`config.mk`:
```
export PLATFORM = sky130hd
export DESIGN_NAME = main_data_router
export DESIGN_NICKNAME = d
export VERILOG_FILES = /design/src/rtl/main_data_router.sv
export SDC_FILE = /design/constraint.sdc
export NUM_CORES = 1
export LEC_CHECK = 0
export BUFFER_PORTS_ARGS = -buffer_cell sky130_fd_sc_hd__buf_2
export CORE_MARGIN = 2
export CORE_UTILIZATION = 64
export DETAILED_ROUTE_END_ITERATION = 12
export GPL_ROUTABILITY_DRIVEN = 0
export PLACE_DENSITY = 0.87
export SYNTH_ARGS = -nofsm -noshare
export SYNTH_HDL_FRONTEND = slang
export SYNTH_SLANG_ARGS = --single-unit
```
`constraint.sdc`:
```
create_clock -name clk -period 7.8 [get_ports clk]
set_clock_uncertainty 0.1 [all_clocks]
set_input_delay 2.34 -clock clk [delete_from_list [all_inputs] [get_ports clk]]
set_output_delay 2.34 -clock clk [all_outputs]
set_load 0.05 [all_outputs]
```
`src/rtl/main_data_router.sv`:
```
// Main-data router: drops stale reservoir bits, then steers FIFO bits to the
// scalefactor parser and Huffman decoder for each granule/channel in turn.
module main_data_router #(
    parameter int NGR     = 2,
    parameter int NCH     = 2,
    parameter int LEN_W   = 12,
    parameter int CNT_W   = 16,
    parameter int BEGIN_W = 9,
    localparam int GR_W   = (NGR > 1) ? $clog2(NGR) : 1,
    localparam int CH_W   = (NCH > 1) ? $clog2(NCH) : 1
) (
    input  logic                         clk,
    input  logic                         rst,
    input  logic                         si_valid,
    input  logic [BEGIN_W-1:0]           main_data_begin,
    input  logic [NGR*NCH*LEN_W-1:0]     part2_3_length,
    input  logic                         mono,
    input  logic                         lsf,
    input  logic [CNT_W-1:0]             fifo_count,
    input  logic                         fifo_dout_v,
    input  logic                         sf_done,
    output logic                         fifo_rd,
    output logic                         sf_flag,
    output logic                         hf_flag,
    output logic [GR_W-1:0]              gr,
    output logic [CH_W-1:0]              ch,
    output logic                         frame_done,
    output logic [2:0]                   err
);

    typedef enum logic [2:0] {
        S_IDLE,
        S_PREP,
        S_DISCARD,
        S_SF,
        S_HF,
        S_NEXT
    } state_t;

    state_t                     state_q, state_d;
    logic [BEGIN_W-1:0]         mdb_q, mdb_d;
    logic [NGR*NCH*LEN_W-1:0]   p23_q, p23_d;
    logic                       mono_q, mono_d;
    logic                       lsf_q, lsf_d;
    logic [CNT_W-1:0]           discard_q, discard_d;
    logic [CNT_W-1:0]           cnt_q, cnt_d;
    logic [CNT_W-1:0]           rem_q, rem_d;
    logic [GR_W-1:0]            gr_q, gr_d;
    logic [CH_W-1:0]            ch_q, ch_d;
    logic                       sf_flag_q, sf_flag_d;
    logic                       hf_flag_q, hf_flag_d;
    logic                       frame_done_q, frame_done_d;
    logic [2:0]                 err_q, err_d;

    logic                       take;
    logic [CNT_W-1:0]           cnt_inc;
    logic [CNT_W-1:0]           begin_bits;
    logic [LEN_W-1:0]           len_cur;
    logic [CNT_W-1:0]           len_ext;

    // part2_3_length lookup for one (gr, ch) pair.
    function automatic logic [LEN_W-1:0] len_of(
        input logic [GR_W-1:0]            g_i,
        input logic [CH_W-1:0]            c_i,
        input logic [NGR*NCH*LEN_W-1:0]   tbl
    );
        len_of = '0;
        for (int g = 0; g < NGR; g++) begin
            for (int c = 0; c < NCH; c++) begin
                if (g_i == GR_W'(g) && c_i == CH_W'(c)) begin
                    len_of = tbl[(g*NCH+c)*LEN_W +: LEN_W];
                end
            end
        end
    endfunction

    always_comb begin
        // NOTE: every always_comb output gets a default first so no path leaves it unassigned (no latch).
        fifo_rd = 1'b0;
        case (state_q)
            S_DISCARD: fifo_rd = fifo_dout_v;
            S_SF:      fifo_rd = sf_flag_q & fifo_dout_v & ~sf_done;
            S_HF:      fifo_rd = fifo_dout_v;
            default:   fifo_rd = 1'b0;
        endcase
    end

    assign take       = fifo_rd & fifo_dout_v;
    assign cnt_inc    = cnt_q + CNT_W'(take);
    assign begin_bits = CNT_W'({mdb_q, 3'b000});
    assign len_cur    = len_of(gr_q, ch_q, p23_q);
    assign len_ext    = CNT_W'(len_cur);

    always_comb begin
        state_d      = state_q;
        mdb_d        = mdb_q;
        p23_d        = p23_q;
        mono_d       = mono_q;
        lsf_d        = lsf_q;
        discard_d    = discard_q;
        cnt_d        = cnt_q;
        rem_d        = rem_q;
        gr_d         = gr_q;
        ch_d         = ch_q;
        err_d        = err_q;
        frame_done_d = 1'b0;

        if (si_valid && state_q != S_IDLE) begin
            err_d[2] = 1'b1;
        end

        case (state_q)
            S_IDLE: begin
                if (si_valid) begin
                    mdb_d   = main_data_begin;
                    p23_d   = part2_3_length;
                    mono_d  = mono;
                    lsf_d   = lsf;
                    gr_d    = '0;
                    ch_d    = '0;
                    state_d = S_PREP;
                end
            end

            S_PREP: begin
                gr_d  = '0;
                ch_d  = '0;
                cnt_d = '0;
                if (fifo_count < begin_bits) begin
                    err_d[0]  = 1'b1;
                    discard_d = '0;
                    state_d   = S_SF;
                end else begin
                    discard_d = fifo_count - begin_bits;
                    state_d   = (fifo_count == begin_bits) ? S_SF : S_DISCARD;
                end
            end

            S_DISCARD: begin
                cnt_d = cnt_inc;
                if (cnt_inc == discard_q) begin
                    cnt_d   = '0;
                    state_d = S_SF;
                end
            end

            S_SF: begin
                if (len_cur == '0) begin
                    state_d = S_NEXT;
                end else if (sf_done) begin
                    cnt_d = '0;
                    // Overrun is checked first so the unsigned subtraction never wraps.
                    if (cnt_q > len_ext) begin
                        err_d[1] = 1'b1;
                        rem_d    = '0;
                        state_d  = S_NEXT;
                    end else begin
                        rem_d   = len_ext - cnt_q;
                        state_d = (len_ext != cnt_q) ? S_HF : S_NEXT;
                    end
                end else begin
                    cnt_d = cnt_inc;
                end
            end

            S_HF: begin
                if (take) begin
                    rem_d = rem_q - CNT_W'(1);
                    if (rem_q == CNT_W'(1)) begin
                        state_d = S_NEXT;
                    end
                end
            end

            S_NEXT: begin
                if (!mono_q && ch_q != CH_W'(NCH-1)) begin
                    ch_d    = ch_q + CH_W'(1);
                    state_d = S_SF;
                end else if (!lsf_q && gr_q != GR_W'(NGR-1)) begin
                    ch_d    = '0;
                    gr_d    = gr_q + GR_W'(1);
                    state_d = S_SF;
                end else begin
                    frame_done_d = 1'b1;
                    state_d      = S_IDLE;
                end
            end

            default: state_d = S_IDLE;
        endcase

        // Flags are registered views of the state being entered; a zero-length entry never raises sf_flag.
        sf_flag_d = (state_d == S_SF) && (len_of(gr_d, ch_d, p23_q) != '0);
        hf_flag_d = (state_d == S_HF);
    end

    // NOTE: sequential state uses non-blocking assignments only, so every flop samples pre-edge values.
    always_ff @(posedge clk or posedge rst) begin
        if (rst) begin
            state_q      <= S_IDLE;
            // NOTE: the latched side-info registers are reset too, so a reset mid-frame leaves nothing stale.
            mdb_q        <= '0;
            p23_q        <= '0;
            mono_q       <= 1'b0;
            lsf_q        <= 1'b0;
            discard_q    <= '0;
            cnt_q        <= '0;
            rem_q        <= '0;
            gr_q         <= '0;
            ch_q         <= '0;
            sf_flag_q    <= 1'b0;
            hf_flag_q    <= 1'b0;
            frame_done_q <= 1'b0;
            err_q        <= '0;
        end else begin
            state_q      <= state_d;
            mdb_q        <= mdb_d;
            p23_q        <= p23_d;
            mono_q       <= mono_d;
            lsf_q        <= lsf_d;
            discard_q    <= discard_d;
            cnt_q        <= cnt_d;
            rem_q        <= rem_d;
            gr_q         <= gr_d;
            ch_q         <= ch_d;
            sf_flag_q    <= sf_flag_d;
            hf_flag_q    <= hf_flag_d;
            frame_done_q <= frame_done_d;
            err_q        <= err_d;
        end
    end

    assign sf_flag    = sf_flag_q;
    assign hf_flag    = hf_flag_q;
    assign gr         = gr_q;
    assign ch         = ch_q;
    assign frame_done = frame_done_q;
    assign err        = err_q;

endmodule

```
; After elaboration in Yosys (flattened, before gate mapping)
; Index checks and enable logic that the tools add are counted.
[totals]
register_bits = 118
latchBits = 0
ram_bits = 0
romBits = 0
in_bits = 80
output_inout_bits = 9
word_cells = 116
memories = 0
[classes]
addsub = 6
mul = 0
n_div = 0
n_lt_le_gt_ge = 2
n_eq_ne = 14
n_shift = 0
mux = 43
bitwise = 9
reduce_logical = 26
[op_table]
columns = op, n
row1 = 2-to-1 mux 16 bit, 8
row2 = 2-to-1 mux 12 bit, 8
row3 = case mux 16 bit (3 select lines), 1
row4 = case mux 16 bit (2 select lines), 1
row5 = 2-to-1 mux 3 bit, 6
row6 = case mux 3 bit (6 select lines), 1
row7 = adder 16 x 1 -> 16 bit, 1
row8 = == test 16 x 1 -> 1 bit (second input constant), 1
row9 = == test 16 x 12 -> 1 bit, 1
row10 = == test 16 bit, 1
row11 = greater-than comparator 16 x 12 -> 1 bit, 1
row12 = < comparator 16 x 12 -> 1 bit, 1
row13 = != test 12 x 16 -> 1 bit, 1
row14 = subtractor 12 x 16 -> 16 bit, 1
row15 = subtractor 16 x 1 -> 16 bit (second input constant), 1
row16 = subtractor 16 x 12 -> 16 bit, 1
row17 = 2-to-1 mux 1 bit, 13
row18 = logical AND 1 bit, 12
row19 = logical NOT 12 bit, 1
row20 = nonzero test 12 bit, 1
row21 = == test 3 x 2 -> 1 bit (second input constant), 3
row22 = == test 3 bit (second input constant), 3
row23 = AND reduction 4 bit, 2
row24 = != test 2 bit (second input constant), 3
row25 = other kinds (13), 27

; Longest topological paths before layout
[depth]
word_depth = 14
mapped_depth = 15

; Least setup slack after synthesis
; No wires, ideal clock.
[synth_timing]
path_kind = input port to output port
from = in sf_done
to = out fifo_rd
arrival_ns = 3.657
slack_ns = 1.703
stages = 3
n_path_buf = 0
path_cell_list = nor2b_1 > o21ai_0 > a21boi_0
[synth_between]
elab_chain_cells = 3
[synth_lines]
columns = item, line
row1 = from (decl), 21  ; input logic sf_done,
row2 = NOT 1 bit, 82  ; S_SF: fifo_rd = sf_flag_q & fifo_dout_v & ~sf_done;
row3 = bitwise AND 1 bit, 82
row4 = case mux 1 bit (2 select lines), 80  ; case (state_q)
row5 = to (decl), 22  ; output logic fifo_rd,
; No other way between the ends.

; Worst setup path after layout
[layout_timing]
from = in sf_done
to = reg cnt_q[11]
[layout_between]
elab_chain_cells = 8
elab_cells_between_ends = 10
[layout_lines]
columns = item, line
row1 = NOT 1 bit, 82
row2 = bitwise AND 1 bit, 82
row3 = case mux 1 bit (2 select lines), 80
row4 = bitwise AND 1 bit, 88  ; assign take = fifo_rd & fifo_dout_v;
row5 = adder 16 x 1 -> 16 bit, 89  ; assign cnt_inc = cnt_q + CNT_W'(take);
row6 = == test 16 bit / 2-to-1 mux 16 bit (equally long branches), "141, 150"
row7 = "2-to-1 mux 16 bit, on equally long branches", "141, 148"
row8 = case mux 16 bit (3 select lines) (*), 112  ; case (state_q)
row9 = to (signal assigned), 222  ; cnt_q <= cnt_d;
row10 = to (decl), 46  ; logic [CNT_W-1:0] cnt_q, cnt_d;
; Mark *: on every way between the ends. The rest lies on a longest branch, timed or not. The select of a mux whose other input is x is not followed.
; A chain may end at the register's enable or synchronous reset.

==> impl_metrics.toml <==
[run_status]
status = "complete, no violations"

[global_routing]
grt_start_max_net_pins = 71
grt_pass1_vias = 6277
grt_usage_pct = 35.3
grt.overflow.total = 0
grt_pass1_wl_um = 32000
grt_antenna_before_repair = 0

[die]
rows = 38
start_util_pct = 66.0
coreArea_sq_um = 10900
die_y_um = 110
die-area_sq_um = 12100
dieWidth_um = 110
ios = 89

[synth]
syn_inst = 704
ys_seq_elements = 118
ys.flop_type = "dfrtp_1"
synthDistinctLibCells = 80
syn_area_sq_um = 7220
synth_warnings = 0
synth-edff-count = 0
syn_nets = 812
yosysSeqAreaShare_pct = 40.9
avgSynthCellArea_sq_um = 10.3
synth-async-reset-ratio_pct = 100

[worst_setup_path]
crit_family = "compound AO/OA/AOI/OAI gates"
path_max_fanout = 16
critical_path_class = "input port to flip-flop"
path_buf_inv = 1
worstSetupEndpointType = "flip-flop"
cp-start-kind = "input port"
critPathRequiredTime_ns = 7.97
r2r_cells = 12
cp_num_cells = 13
crit_chain = "buf_2 > nor2b_1 > o21ai_0 > a21boi_0 > ha_1 > ha_1 > nand3_1 > nor4_1 > o2111ai_1 > a211oi_1 > o2111ai_1 > o31ai_4 > nor2_1"
critPathMaxStageDelay_ns = 0.86
worstPathArrival_ns = 5.98
cpMaxStageDelayCell = "o31ai_4"

[timing]
rsz0062_at_grt = "false"
max_freq_mhz = 172
max_slew_margin_pct = 38.6
setup_viol = 0
report.final.slew_viol_count = 0
worstMarginPinSlew_ns = 0.921
fin_crit_ns = 5.81
fin_setup_tns_ns = 0
hold_viol = 0
finalCritPeriodShare_pct = 74.5

[route]
drtPass1Iterations = 5
routed-via-count = 6207
wl_per_cell_um = 21.5
drt_iter0_drc = 813
wl_um = 20200
routed_via_density = 6.58
antenna_left = 0
drc = 0

[clock_network]
cts_resized = 0
clkSinkCount = 118
clk_pin_slew_ns = 0.05
ctsHtreeMaxLevel = 4
clockBufferDepth = 2
clk_latency_ns = 0.43
cts_tree = "yes"
post_cts_buffers = 0
clockRootBuffer = "clkbuf_16"
cts-buffers-inserted = 17
ctsHoldBuffers = 0

[placed_design]
dpl.hpwl_um = 14000
numPortBuffers = 88
placed_cells = 912

[power_and_ir_drop]
vdd_ir_drop_max_v = 0.000296
leakagePower_nw = 3.61
p_per_area_nw_per_um2 = 443

[layout]
layout_common_cells = "dfrtp_1 (118), buf_2 (88), mux2_2 (52)"
drive_above_1_share_pct = 26.8
nets = 899
syn2layout_area_growth_pct = 15.5
num_antenna_cells = 0
final_common_cell = "dfrtp_1"
layout.cells.non_filler = 943

[min_path]
whs_path_depth = 1
hold_class = "flip-flop to flip-flop"

[run]
drv_cap = 0
## cells in the mapped netlist (12+ instances only)
master | n | area share (%)
mux2_2 | 52 | 8.1
nor2_1 | 44 | 2.3
nor3_1 | 15 | 1.0
o21ai_0 | 35 | 2.4
dfrtp_1 | 118 | 41
nand2_1 | 48 | 2.5
xnor2_1 | 36 | 4.4
o21ai_1 | 14 | 0.97
inv_1 | 37 | 1.9
nor4_1 | 21 | 1.8
clkbuf_1 | 12 | 0.62
nand3_1 | 16 | 1.1
xor2_1 | 14 | 1.7
ha_1 | 26 | 4.5
a21oi_1 | 31 | 2.1
## report_power, final
| part | switching, W | total [W] | internal, W |
|---|---|---|---|
| clock network | 0.000286 | 0.000833 | 0.000547 |
| registers | 0.000282 | 0.00115 | 0.000867 |
| logic | 0.000965 | 0.00171 | 0.000744 |
| total | 0.00153 | 0.00369 | 0.00216 |
## state kept, by name, indices dropped and copies added, names as in the netlist
register and cells:
gr 1, err 3, frame_done 1, discard_q 16, rem_q 16, hf_flag 1
mdb_q 9, ch 1, lsf_q 1, mono_q 1, cnt_q 16, state_q 3
sf_flag 1, p23_q 48
## cell type report
cell class	count	area, sq um
clock buffers	22	464
clock inverters	9	150
fillers	682	2600
inverters	37	141
multi-input cells	526	3990
flip-flops and latches	118	2950
well taps	140	175
repair buffers	91	463
## cells by family after synthesis
family	Yosys count	synth area share, %
flops	118	40.9
xor+xnor	50	6.07
buf+inv	60	3.88
compound gates	157	14.5
mux	74	13.3
simple gates	217	16.3
fa+ha+maj	28	5.06
## metal layers
metal,wire length [um],global-route usage [%],share of wire (%),up-vias
met5,0,0,0,-
met4,643,13.8,3.2,0
met3,1750,9.88,8.7,77
met2,10300,60.5,51,378
met1,7550,42.3,37,3002
li1,-,-,-,2750
## stage by stage
step | total power (W) | worst slack, ns | util (%) | area, sq um | hold WS [ns]
after floorplan | 0.00235 | 1.70 | - | 7220 | 0.366
after global placement | 0.00266 | 1.99 | 70.6 | 7720 | 0.335
after detailed placement | 0.00277 | 1.65 | 70.6 | 7720 | 0.346
after CTS | 0.00364 | 2.05 | 76.3 | 8340 | 0.363
after global routing | 0.00388 | 1.83 | 76.3 | 8340 | 0.375
final | 0.00369 | 1.99 | 76.3 | 8340 | 0.364
## path summary, 6_finish.rpt
kind,from,endpoint,slack [ns]
worst max-delay path,sf_done,cnt_q[11],1.99
worst min-delay path,err[0],err[0],0.36
worst max register to register,state_q[1],cnt_q[11],3.11
worst min register to register,err[0],err[0],0.36
max in group asynchronous,rst,cnt_q[2],4.41
min in group asynchronous,rst,mdb_q[6],1.97
Note: power is estimated with default switching activity, not from simulation.
